==> config.mk <==
export PLATFORM = sky130hd
export DESIGN_NAME = fm_phase_nco
export DESIGN_NICKNAME = d
export VERILOG_FILES = /design/src/rtl/fm_phase_nco.sv
export SDC_FILE = /design/constraint.sdc
export NUM_CORES = 1
export LEC_CHECK = 0
export ABC_AREA = 1
export BUFFER_PORTS_ARGS = -buffer_cell sky130_fd_sc_hd__buf_2
export CORE_ASPECT_RATIO = 0.5
export CORE_MARGIN = 10
export CORE_UTILIZATION = 25
export CTS_BUF_LIST = sky130_fd_sc_hd__clkbuf_4
export DETAILED_ROUTE_END_ITERATION = 8
export PLACE_DENSITY = 0.4
export SKIP_CTS_REPAIR_TIMING = 1
export SLEW_MARGIN = 20
export SYNTH_ARGS = -nofsm -noshare
export SYNTH_HDL_FRONTEND = slang
export SYNTH_SLANG_ARGS = --single-unit
==> constraint.sdc <==
create_clock -name clk -period 7.5 [get_ports clk]
set_input_delay 1.125 -clock clk [delete_from_list [all_inputs] [get_ports clk]]
set_output_delay 1.125 -clock clk [all_outputs]
set_load 0.01 [all_outputs]
==> src/rtl/fm_phase_nco.sv <==
// Sample-rate phase accumulator with tuning-word load and a modulator phase offset; feeds the sine ROM.
// Optional build macro NCO_PHASE_DITHER_EN adds LFSR dither below the output address before truncation.
module fm_phase_nco #(
    parameter int unsigned SAMPLE_DIV = 2268,
    parameter int unsigned ACC_W      = 32,
    parameter int unsigned ADDR_W     = 12,
    parameter int unsigned MOD_W      = 24
) (
    input  logic              clk,
    input  logic              rst_n,
    input  logic              enable,
    input  logic [ACC_W-1:0]  ftw,
    input  logic              ftw_load,
    input  logic [MOD_W-1:0]  mod_in,
    input  logic [3:0]        mod_depth,
    output logic              sample_tick,
    output logic [ADDR_W-1:0] addr,
    output logic              addr_valid,
    output logic              sync
);

    localparam int unsigned CNT_W = $clog2(SAMPLE_DIV);
    localparam int unsigned EXT_W = ACC_W - MOD_W;
    localparam logic [CNT_W-1:0] CNT_LAST = CNT_W'(SAMPLE_DIV - 1);
    localparam logic [CNT_W-1:0] CNT_PRE  = CNT_W'(SAMPLE_DIV - 2);
    localparam logic [3:0] DEPTH_MAX = 4'd8;

    logic [CNT_W-1:0]  r_cnt;
    logic              r_tick;
    logic [ACC_W-1:0]  r_ftw_pending;
    logic [ACC_W-1:0]  r_acc;
    logic              r_wrap;
    logic [MOD_W-1:0]  r_mod;
    logic              r_s1_valid;
    logic [ADDR_W-1:0] r_addr;
    logic              r_addr_valid;
    logic              r_sync;

    logic [ACC_W-1:0]  w_ftw_active;
    logic [ACC_W:0]    w_acc_sum;
    logic [3:0]        w_depth;
    logic [ACC_W-1:0]  w_offset;
    logic [ACC_W-1:0]  w_phase;
    logic [ADDR_W-1:0] w_addr;

    // The pending-to-active transfer coincides with the add, so a same-cycle load bypasses the pending register.
    assign w_ftw_active = ftw_load ? ftw : r_ftw_pending;
    assign w_acc_sum    = {1'b0, r_acc} + {1'b0, w_ftw_active};
    assign w_depth      = (mod_depth > DEPTH_MAX) ? DEPTH_MAX : mod_depth;
    assign w_offset     = {{EXT_W{r_mod[MOD_W-1]}}, r_mod} << w_depth;

`ifdef NCO_PHASE_DITHER_EN
    logic [15:0] r_lfsr;
    logic        w_lfsr_fb;

    assign w_lfsr_fb = r_lfsr[15] ^ r_lfsr[13] ^ r_lfsr[12] ^ r_lfsr[10];
    assign w_phase   = r_acc + w_offset + ACC_W'({r_lfsr, 4'b0000});

    // Dither sequence steps once per sample; it only touches the output phase, never acc.
    always_ff @(posedge clk) begin
        if (!rst_n) begin
            r_lfsr <= 16'hACE1;
        end else if (r_tick) begin
            r_lfsr <= {r_lfsr[14:0], w_lfsr_fb};
        end
    end
`else
    assign w_phase = r_acc + w_offset;
`endif

    assign w_addr = ADDR_W'(w_phase >> (ACC_W - ADDR_W));

    // Divider, accumulator (stage 1) and output phase (stage 2).
    always_ff @(posedge clk) begin
        if (!rst_n) begin
            r_cnt         <= '0;
            r_tick        <= 1'b0;
            r_ftw_pending <= '0;
            r_acc         <= '0;
            r_wrap        <= 1'b0;
            r_mod         <= '0;
            r_s1_valid    <= 1'b0;
            r_addr        <= '0;
            r_addr_valid  <= 1'b0;
            r_sync        <= 1'b0;
        end else begin
            if (!enable || (r_cnt == CNT_LAST)) begin
                r_cnt <= '0;
            end else begin
                r_cnt <= r_cnt + CNT_W'(1);
            end
            // Registered so the pulse lines up with the cycle in which the count sits at its last value.
            r_tick <= enable && (r_cnt == CNT_PRE);

            if (ftw_load) begin
                r_ftw_pending <= ftw;
            end

            r_s1_valid <= r_tick;
            if (r_tick) begin
                r_acc  <= w_acc_sum[ACC_W-1:0];
                r_wrap <= w_acc_sum[ACC_W];
                r_mod  <= mod_in;
            end

            r_addr_valid <= r_s1_valid;
            r_sync       <= r_s1_valid && r_wrap;
            if (r_s1_valid) begin
                r_addr <= w_addr;
            end
        end
    end

    assign sample_tick = r_tick;
    assign addr        = r_addr;
    assign addr_valid  = r_addr_valid;
    assign sync        = r_sync;

endmodule

# ---- Word level (Yosys, flattened, before mapping)
# Index checks and enable logic that the tools add are counted.
dict set report op_classes {
  n_addsub 3
  n_lt_le_gt_ge 1
  n_eq_ne 2
  shift 1
  muxes 2
  bitwise_logic 1
  reduce_logical 5
}
# op count
set ops {}
lappend ops {{$add A32 B32 Y33} 1}
lappend ops {{$add A32 B32 Y32} 1}
lappend ops {{$mux W32} 1}
lappend ops {{$shl A32 B4 Y32} 1}
lappend ops {{$eq A12 B12 Y1 const B} 2}
lappend ops {{$add A12 B1 Y12 const B} 1}
lappend ops {{$gt A4 B4 Y1 const B} 1}
lappend ops {{$mux W4} 1}
lappend ops {{$logic_and A1 B1 Y1} 2}
lappend ops {{$reduce_or A2 Y1} 1}
lappend ops {{$logic_not A1 Y1} 1}
lappend ops {{$logic_or A1 B1 Y1} 1}
lappend ops {{$not A1 Y1} 1}
dict set report word_totals {
  register_bits 117
  inputBits 64
}

# ---- Logic depth before layout (Yosys ltp)
# Gate-level depths: netlist of run 1.
dict set report depth {
  word_depth 4
  mapped_depth 25
  mapped_depth_nobuf 24
}

# ---- Least setup slack after synthesis of run 1
# Ideal clock, no wire load.
dict set report synth_path {
  path_kind {input to register}
  from {input port mod_depth[3]}
  to {register r_addr[6] (netlist: addr[6])}
  setup_ns 0.117
  arrival_time_ns 3.488
  path_slack_ns 3.895
  path_stages 20
  n_path_buf 2
  cell_sequence {buf_6 > nor2_4 > inv_1 > buf_2 > o21ai_0 > inv_1 > o21ai_1 > o22ai_1 > a21oi_1 > ha_1 > nand2_1 > a21oi_1 > nor3_1 > o21ai_0 > a21oi_2 > nor2_1 > nor3_1 > a21oi_1 > nor2_1 > nor2_1}
}
dict set report synth_between {
  elab_chain_cells 4
}
# element line_no
set synth_lines {}
lappend synth_lines {{from (decl)} 15} ;# input logic [3:0] mod_depth,
lappend synth_lines {{$gt A4 B4 Y1} 49} ;# assign w_depth = (mod_depth > DEPTH_MAX) ? DEPTH_MAX : mod_depth;
lappend synth_lines {{$mux W4 *} 49}
lappend synth_lines {{$shl A32 B4 Y32 *} 50} ;# assign w_offset = {{EXT_W{r_mod[MOD_W-1]}}, r_mod} << w_depth;
lappend synth_lines {{$add A32 B32 Y32 *} 68} ;# assign w_phase = r_acc + w_offset;
lappend synth_lines {{to (signal assigned)} 109} ;# r_addr <= w_addr;
lappend synth_lines {{to (decl)} 35} ;# logic [ADDR_W-1:0] r_addr;
# Every way passes the cells marked *; elsewhere a longest branch is shown, timed or not.
# A chain may end at the register's enable or synchronous reset.

# ---- Final worst setup path of run 1
dict set report layout_path {
  from {input port mod_depth[3]}
  to {register r_addr[7] (netlist: addr[7])}
}
# The elaborated chain is that of the path after synthesis.

==> results of run 1 <==
[synthesized netlist by cell type (3+ instances only)]
| cell type | instances | area [sq um] |
|---|---|---|
| a21oi_2 | 7 | 61.31 |
| inv_1 | 138 | 518.0 |
| buf_2 | 6 | 30.03 |
| o211ai_1 | 11 | 82.58 |
| nor2_1 | 204 | 765.7 |
| nand2_2 | 8 | 50.05 |
| a21oi_1 | 143 | 715.7 |
| a31oi_1 | 12 | 75.07 |
| o21ai_0 | 119 | 595.6 |
| o221ai_1 | 5 | 43.79 |
| xor2_1 | 11 | 96.34 |
| o21bai_1 | 7 | 52.55 |
| o21ai_1 | 17 | 85.08 |
| nor3_1 | 17 | 85.08 |
| xnor2_1 | 7 | 61.31 |
| nor3b_1 | 3 | 22.52 |
| o21a_1 | 3 | 22.52 |
| a21boi_0 | 5 | 37.54 |
| a221oi_1 | 3 | 26.28 |
| nand4_1 | 9 | 56.30 |
| a21o_1 | 8 | 60.06 |
| nand3_1 | 38 | 190.2 |
| nor4_1 | 3 | 18.77 |
| o22ai_1 | 18 | 112.6 |
| ha_1 | 64 | 800.8 |
| nor2_2 | 3 | 18.77 |
| inv_2 | 5 | 18.77 |
| clkbuf_1 | 38 | 142.6 |
| dfxtp_1 | 117 | 2342 |
| nand2_1 | 326 | 1224 |
[cell usage in the layout, fill, tap and decap left out, types with 3 or more instances in the layout]
master and count:
nor3_1 17, clkinv_4 3, nand4_1 9, inv_1 138, xnor2_1 7, o211ai_1 11
a221oi_1 3, inv_2 5, nand2_1 326, clkinv_1 4, nor3b_1 3, nand3_1 38
o21a_1 3, clkinvlp_4 3, o21ai_1 17, buf_4 5, a21o_1 8, nand2_2 8
a21boi_0 5, xor2_1 11, o221ai_1 5, nor2_1 204, nor4_1 3, dfxtp_1 116
o22ai_1 18, a21oi_2 7, o21ai_0 119, ha_1 64, clkbuf_4 17, nor2_2 3
o21bai_1 7, buf_2 77, a21oi_1 143, a31oi_1 12
[how the worst max path moves through the flow]
| stage | from | end | slack [ps] | cells past startpoint |
|---|---|---|---|---|
| after floorplan | mod_depth[3] | addr[6] | 3890 | 20 |
| after global placement | mod_depth[3] | addr[7] | 1910 | 17 |
| after detailed placement | mod_depth[3] | addr[7] | 1960 | 17 |
| after CTS | mod_depth[3] | addr[7] | 2670 | 17 |
| after global routing | mod_depth[3] | addr[11] | 2130 | 21 |
| final | mod_depth[3] | addr[7] | 2590 | 17 |
[worst max-delay path, stage by stage]
cell and delay (ps):
buf_2 290, nand2_1 90, nand2_1 700, clkinv_1 760
or2_2 510, o21ai_0 120, a31oi_1 190, ha_1 410
nand2_1 110, nor2_1 190, inv_1 110, nor3_1 190
o21ai_0 210, nand3_1 140, nand2_1 60, nor2_1 150
nor2_1 50
[sequential cells by signal (all words and copies together) (netlist names), 12 cells and up]
signal         flops
r_cnt             12
r_ftw_pending     32
r_acc             32
addr              12
r_mod             24
[layer usage]
layer  wire length [microns]  part of all wire (%)  vias up  global-route usage [%]
li1                        -                     -     4736                       -
met1                   16990                    54     4099                   20.78
met2                   13280                    42      134                   22.16
met3                    1006                   3.2       19                   2.933
met4                     339                   1.1        0                   3.185
met5                       0                     0        -                       0
[area by class of cell]
class | count | area (sq um)
inverters | 145 | 544.3
clock inverters | 15 | 155.1
repair buffers | 82 | 422.9
well taps | 475 | 594.3
clock buffers | 17 | 127.6
fillers | 3933 | 24630
flip-flops and latches | 117 | 2344
diodes | 1 | 2.502
multi-input cells | 1078 | 5649
[cells by family (layout without fill, tap and decap cells)]
logic type,after synthesis,count (layout),share of synthesized area (%)
mux,2,2,0.2290
fa+ha+maj,65,65,9.389
compound gates,371,371,24.37
buf+inv,194,259,8.587
flops,117,117,26.79
other cells,0,1,0
xor+xnor,18,18,1.803
simple gates,622,622,28.82
[report_power, final]
part / total, W / switching [W] / internal, W
registers: 0.000634 / 0.00000266 / 0.000631
clock network: 0.000508 / 0.000310 / 0.000199
logic: 0.000174 / 0.000119 / 0.0000553
[per-stage QoR]
step                utilization (%)  setup WS [ps]  total power, W  std cells
finish                        28.54           2594        0.001316       1930
detailed placement            27.71           1956       0.0008227       1897
floorplan                         -           3895       0.0007636       1389
global route                  28.54           2134        0.001391       1930
global placement              27.71           1910       0.0008224       1897
CTS                           28.54           2669        0.001347       1929
==> metrics, run 1 <==
clk slew on worst S/H paths=130 ps; Post-DP HPWL=24920 microns; R2R Path End=addr[6]; DP Area=0.009554 sq mm; Die Y-Extent=152.2 microns; ys async rst share=0%; initial antenna violation count=1; Mean Syn Cell Area=6.294 sq um; CTS root buffer=clkbuf_4; flop2flop setup slack=4180 ps; DR WL/cell=16.38 microns; Synth Register Bits=117; CTS tree=yes; Mapped Area=0.008742 sq mm; Yosys cell types=55; Post-synth EDFFs=0; initial drt markers=528; crit path capture type=register; Power Dens Cells=133.8 mW/mm^2; WL final=31620 microns; Final Critical Period=4906 ps; CP Data Required Time=8030 ps; Min-Delay Startpoint=r_wrap; Post-Synthesis Cells=1389; Max Cap Viol=0; total number of vias=8988; Top Ports=79; Worst Max-Slew Pin Slew=946.2 ps; worst vdd ir=0.06191 mV; Seq/Total Area, Yosys=26.79%; clk_lat worst skew=640 ps; DRC Markers=0; status=finished, final reports clean; final net count=1570; RSZ-0062 raised after global routing=false; Pre-antenna DRT Iters=5; Worst R2R Path Depth=17; syn_nets=1518; Slew Limit Fails=0; hold path cells=2; TritonCTS buffer count=17; antenna viol nets, final=0; Worst Setup Start Kind=input pin; final setup violating endpoints=0; clock sinks=117; final hold vios=0; Max clock buf depth=2; num rows=48; yosys warns=0; Placeable Area=0.03447 sq mm; Final TNS setup=0 ps; Port Buffer Count=78; Synth Flop Type=dfxtp_1; Hold EP=sync; first-pass GRT wire length=49860 microns; initial core utilization=25.36%; Arr. time, crit path=5430 ps; die area=0.04330 sq mm; layout cells sized above 1=10.45%; worst hold path class=reg2reg; RePlAce Congestion=0.8571; # H-tree levels=4; die width=284.5 microns; FF-to-FF Start=r_mod[4]; max_slew headroom=36.77%; Worst Hold Slack=457.0 ps; fin crit share=65.41%; P_leak=4.497 nW; fmax=203.8 MHz; vias per inst=4.657; CP max FO=32; clk_skew=26.60 ps; gr ovfl total=0; Total GRT Usage=14.59%; CP Class=in2reg; vias in the first global route=8687; largest net degree at the start of global routing=67; area added between synthesis and finish=12.55%; final instance area=0.009839 sq mm
No activity file was read; power rests on OpenSTA's default activity.
==> inputs of run 2 (changes only) <==
Settings changed: PLACE_DENSITY 0.4 to 0.42.
Clock period 7.5 ns to 4.2 ns, I/O delays scaled along.
==> run 2 against run 1 <==
Against the previous run:
- worst hold slack got worse by 200 ps
- non-clock buffer count rose by 8
- final area rose by 1.1%
- global-route usage fell by 0.89 points
- sequential cell count did not move
- power rose by 85%
- final cell count rose by 0.41%
- clock power rose by 95%
- critical path type unchanged
- largest cell class unchanged
- largest power group unchanged
==> metrics, run 2 (synthesis gave the netlist of run 1 again) <==
TritonCTS buffer count=17; max_slew headroom=43.16%; fin crit share=77.90%; RSZ-0062 raised after global routing=false; met3 wire length=1286 microns; M1 WL=15540 microns; Post-DP HPWL=24500 microns; Max clock buf depth=2; Hold EP=r_mod[3]; initial antenna violation count=2; Power Dens Cells=245.1 mW/mm^2; Arr. time, crit path=3800 ps; RePlAce Congestion=0.8900; # H-tree levels=4; first-pass GRT wire length=47220 microns; Top Metal Used=met4; CP max FO=10; CTS root buffer=clkbuf_4; Worst R2R Path Depth=16; Worst Setup Start Kind=input pin; total number of vias=8981; worst hold path class=in2reg; P_leak=4.553 nW; Pre-antenna DRT Iters=5; most frequent cells in the layout=nand2_1, nor2_1, a21oi_1; flop2flop setup slack=1080 ps; clk slew on worst S/H paths=120 ps; final setup violating endpoints=0; WL final=30150 microns; leading cell type in the layout, fill and taps excluded=nand2_1; die width=284.5 microns; CP Class=in2reg; status=finished, final reports clean; die area=0.04330 sq mm; gr ovfl total=0; Final Util=28.84%; antenna viol nets, final=0; Slew Limit Fails=0; final net count=1578; initial drt markers=732; layout cells sized above 1=10.95%; fillcell total=3916; vias in the first global route=8682; Min-Delay Startpoint=mod_in[3]; Die Y-Extent=152.2 microns; registers with the most flip-flops=r_acc: 32 flops, r_ftw_pending: 32 flops, r_mod: 24 flops; R2R Path End=addr[1]; Port Buffer Count=78; clk_lat worst skew=600 ps; Placeable Area=0.03447 sq mm; clk_skew=22.44 ps; Final Critical Period=3272 ps; CP Data Required Time=4730 ps; DR WL/cell=15.56 microns; hold path cells=3; fmax=305.7 MHz; num rows=48; initial core utilization=25.36%; Worst Max-Slew Pin Slew=850.9 ps; Top Ports=79; Final TNS setup=0 ps; largest net degree at the start of global routing=65; routed wl met2=13090 microns; crit path capture type=register; CTS tree=yes; DRC Markers=0; FF-to-FF Start=r_mod[8]; area added between synthesis and finish=13.74%; worst vdd ir=0.1139 mV; vias per inst=4.634; final hold vios=0; clock sinks=117; Max Cap Viol=0; Total GRT Usage=13.70%
-- run 2: worst max path at each step --
stage,to,startpoint
after floorplan,addr[6],mod_depth[3]
after global placement,addr[1],mod_depth[0]
after detailed placement,addr[7],mod_depth[0]
after CTS,addr[7],mod_depth[0]
after global routing,addr[1],mod_depth[0]
final,addr[1],mod_depth[0]
-- run 2: layout make-up --
class / count / area (sq um) / area share (%)
Clock inverter: 14 / 198.9 / 2.001
Timing Repair Buffer: 90 / 480.5 / 4.832
Clock buffer: 17 / 127.6 / 1.283
Inverter: 145 / 544.3 / 5.474
Multi-Input combinational cell: 1078 / 5649 / 56.81
Sequential cell: 117 / 2344 / 23.57
Tap cell: 475 / 594.3 / 5.977
Antenna cell: 2 / 5.005 / 0.05033
-- run 2: report_power, final --
part / internal [W] / leakage, nW / switching (W) / total [W]
Clock: 0.000476 / 0.164 / 0.000515 / 0.000991
Sequential: 0.00113 / 0.949 / 0.00000486 / 0.00113
Combinational: 0.000104 / 3.44 / 0.000210 / 0.000314
Total: 0.00171 / 4.55 / 0.000730 / 0.00244
-- run 2: per-layer routing --
metal  track usage, %  up-vias
met4            2.257        0
met3            3.007       12
met1            18.98     4068
met5                0        -
met2            21.64      155
li1                 -     4746
-- run 2: through the flow --
step | cells | setup WS, ps | hold WS (ps) | area [sq um] | power [W]
after floorplan | 1389 | 1090 | 404.7 | 8742 | 0.001364
after global placement | 1905 | 316.9 | 422.8 | 9612 | 0.001469
after detailed placement | 1905 | 385.8 | 432.3 | 9612 | 0.001471
after CTS | 1936 | 1038 | 200.1 | 9938 | 0.002480
after global routing | 1937 | 587.8 | 211.8 | 9941 | 0.002567
final | 1938 | 928.4 | 257.3 | 9943 | 0.002437
-- run 2: critical path: stages --
cell and delay [ps]:
buf_2 80, inv_1 60, nand2_1 70, nand2_1 40
nand2_1 110, clkinv_1 260, buf_4 260, o21ai_0 370
o22ai_1 130, a21oi_1 170, ha_1 280, nand2_1 170
o21ai_0 270, a21oi_1 200, o21ai_1 130, a21boi_1 290
nand2_1 80, nand2_1 70, nor2_1 50, nor2_1 80
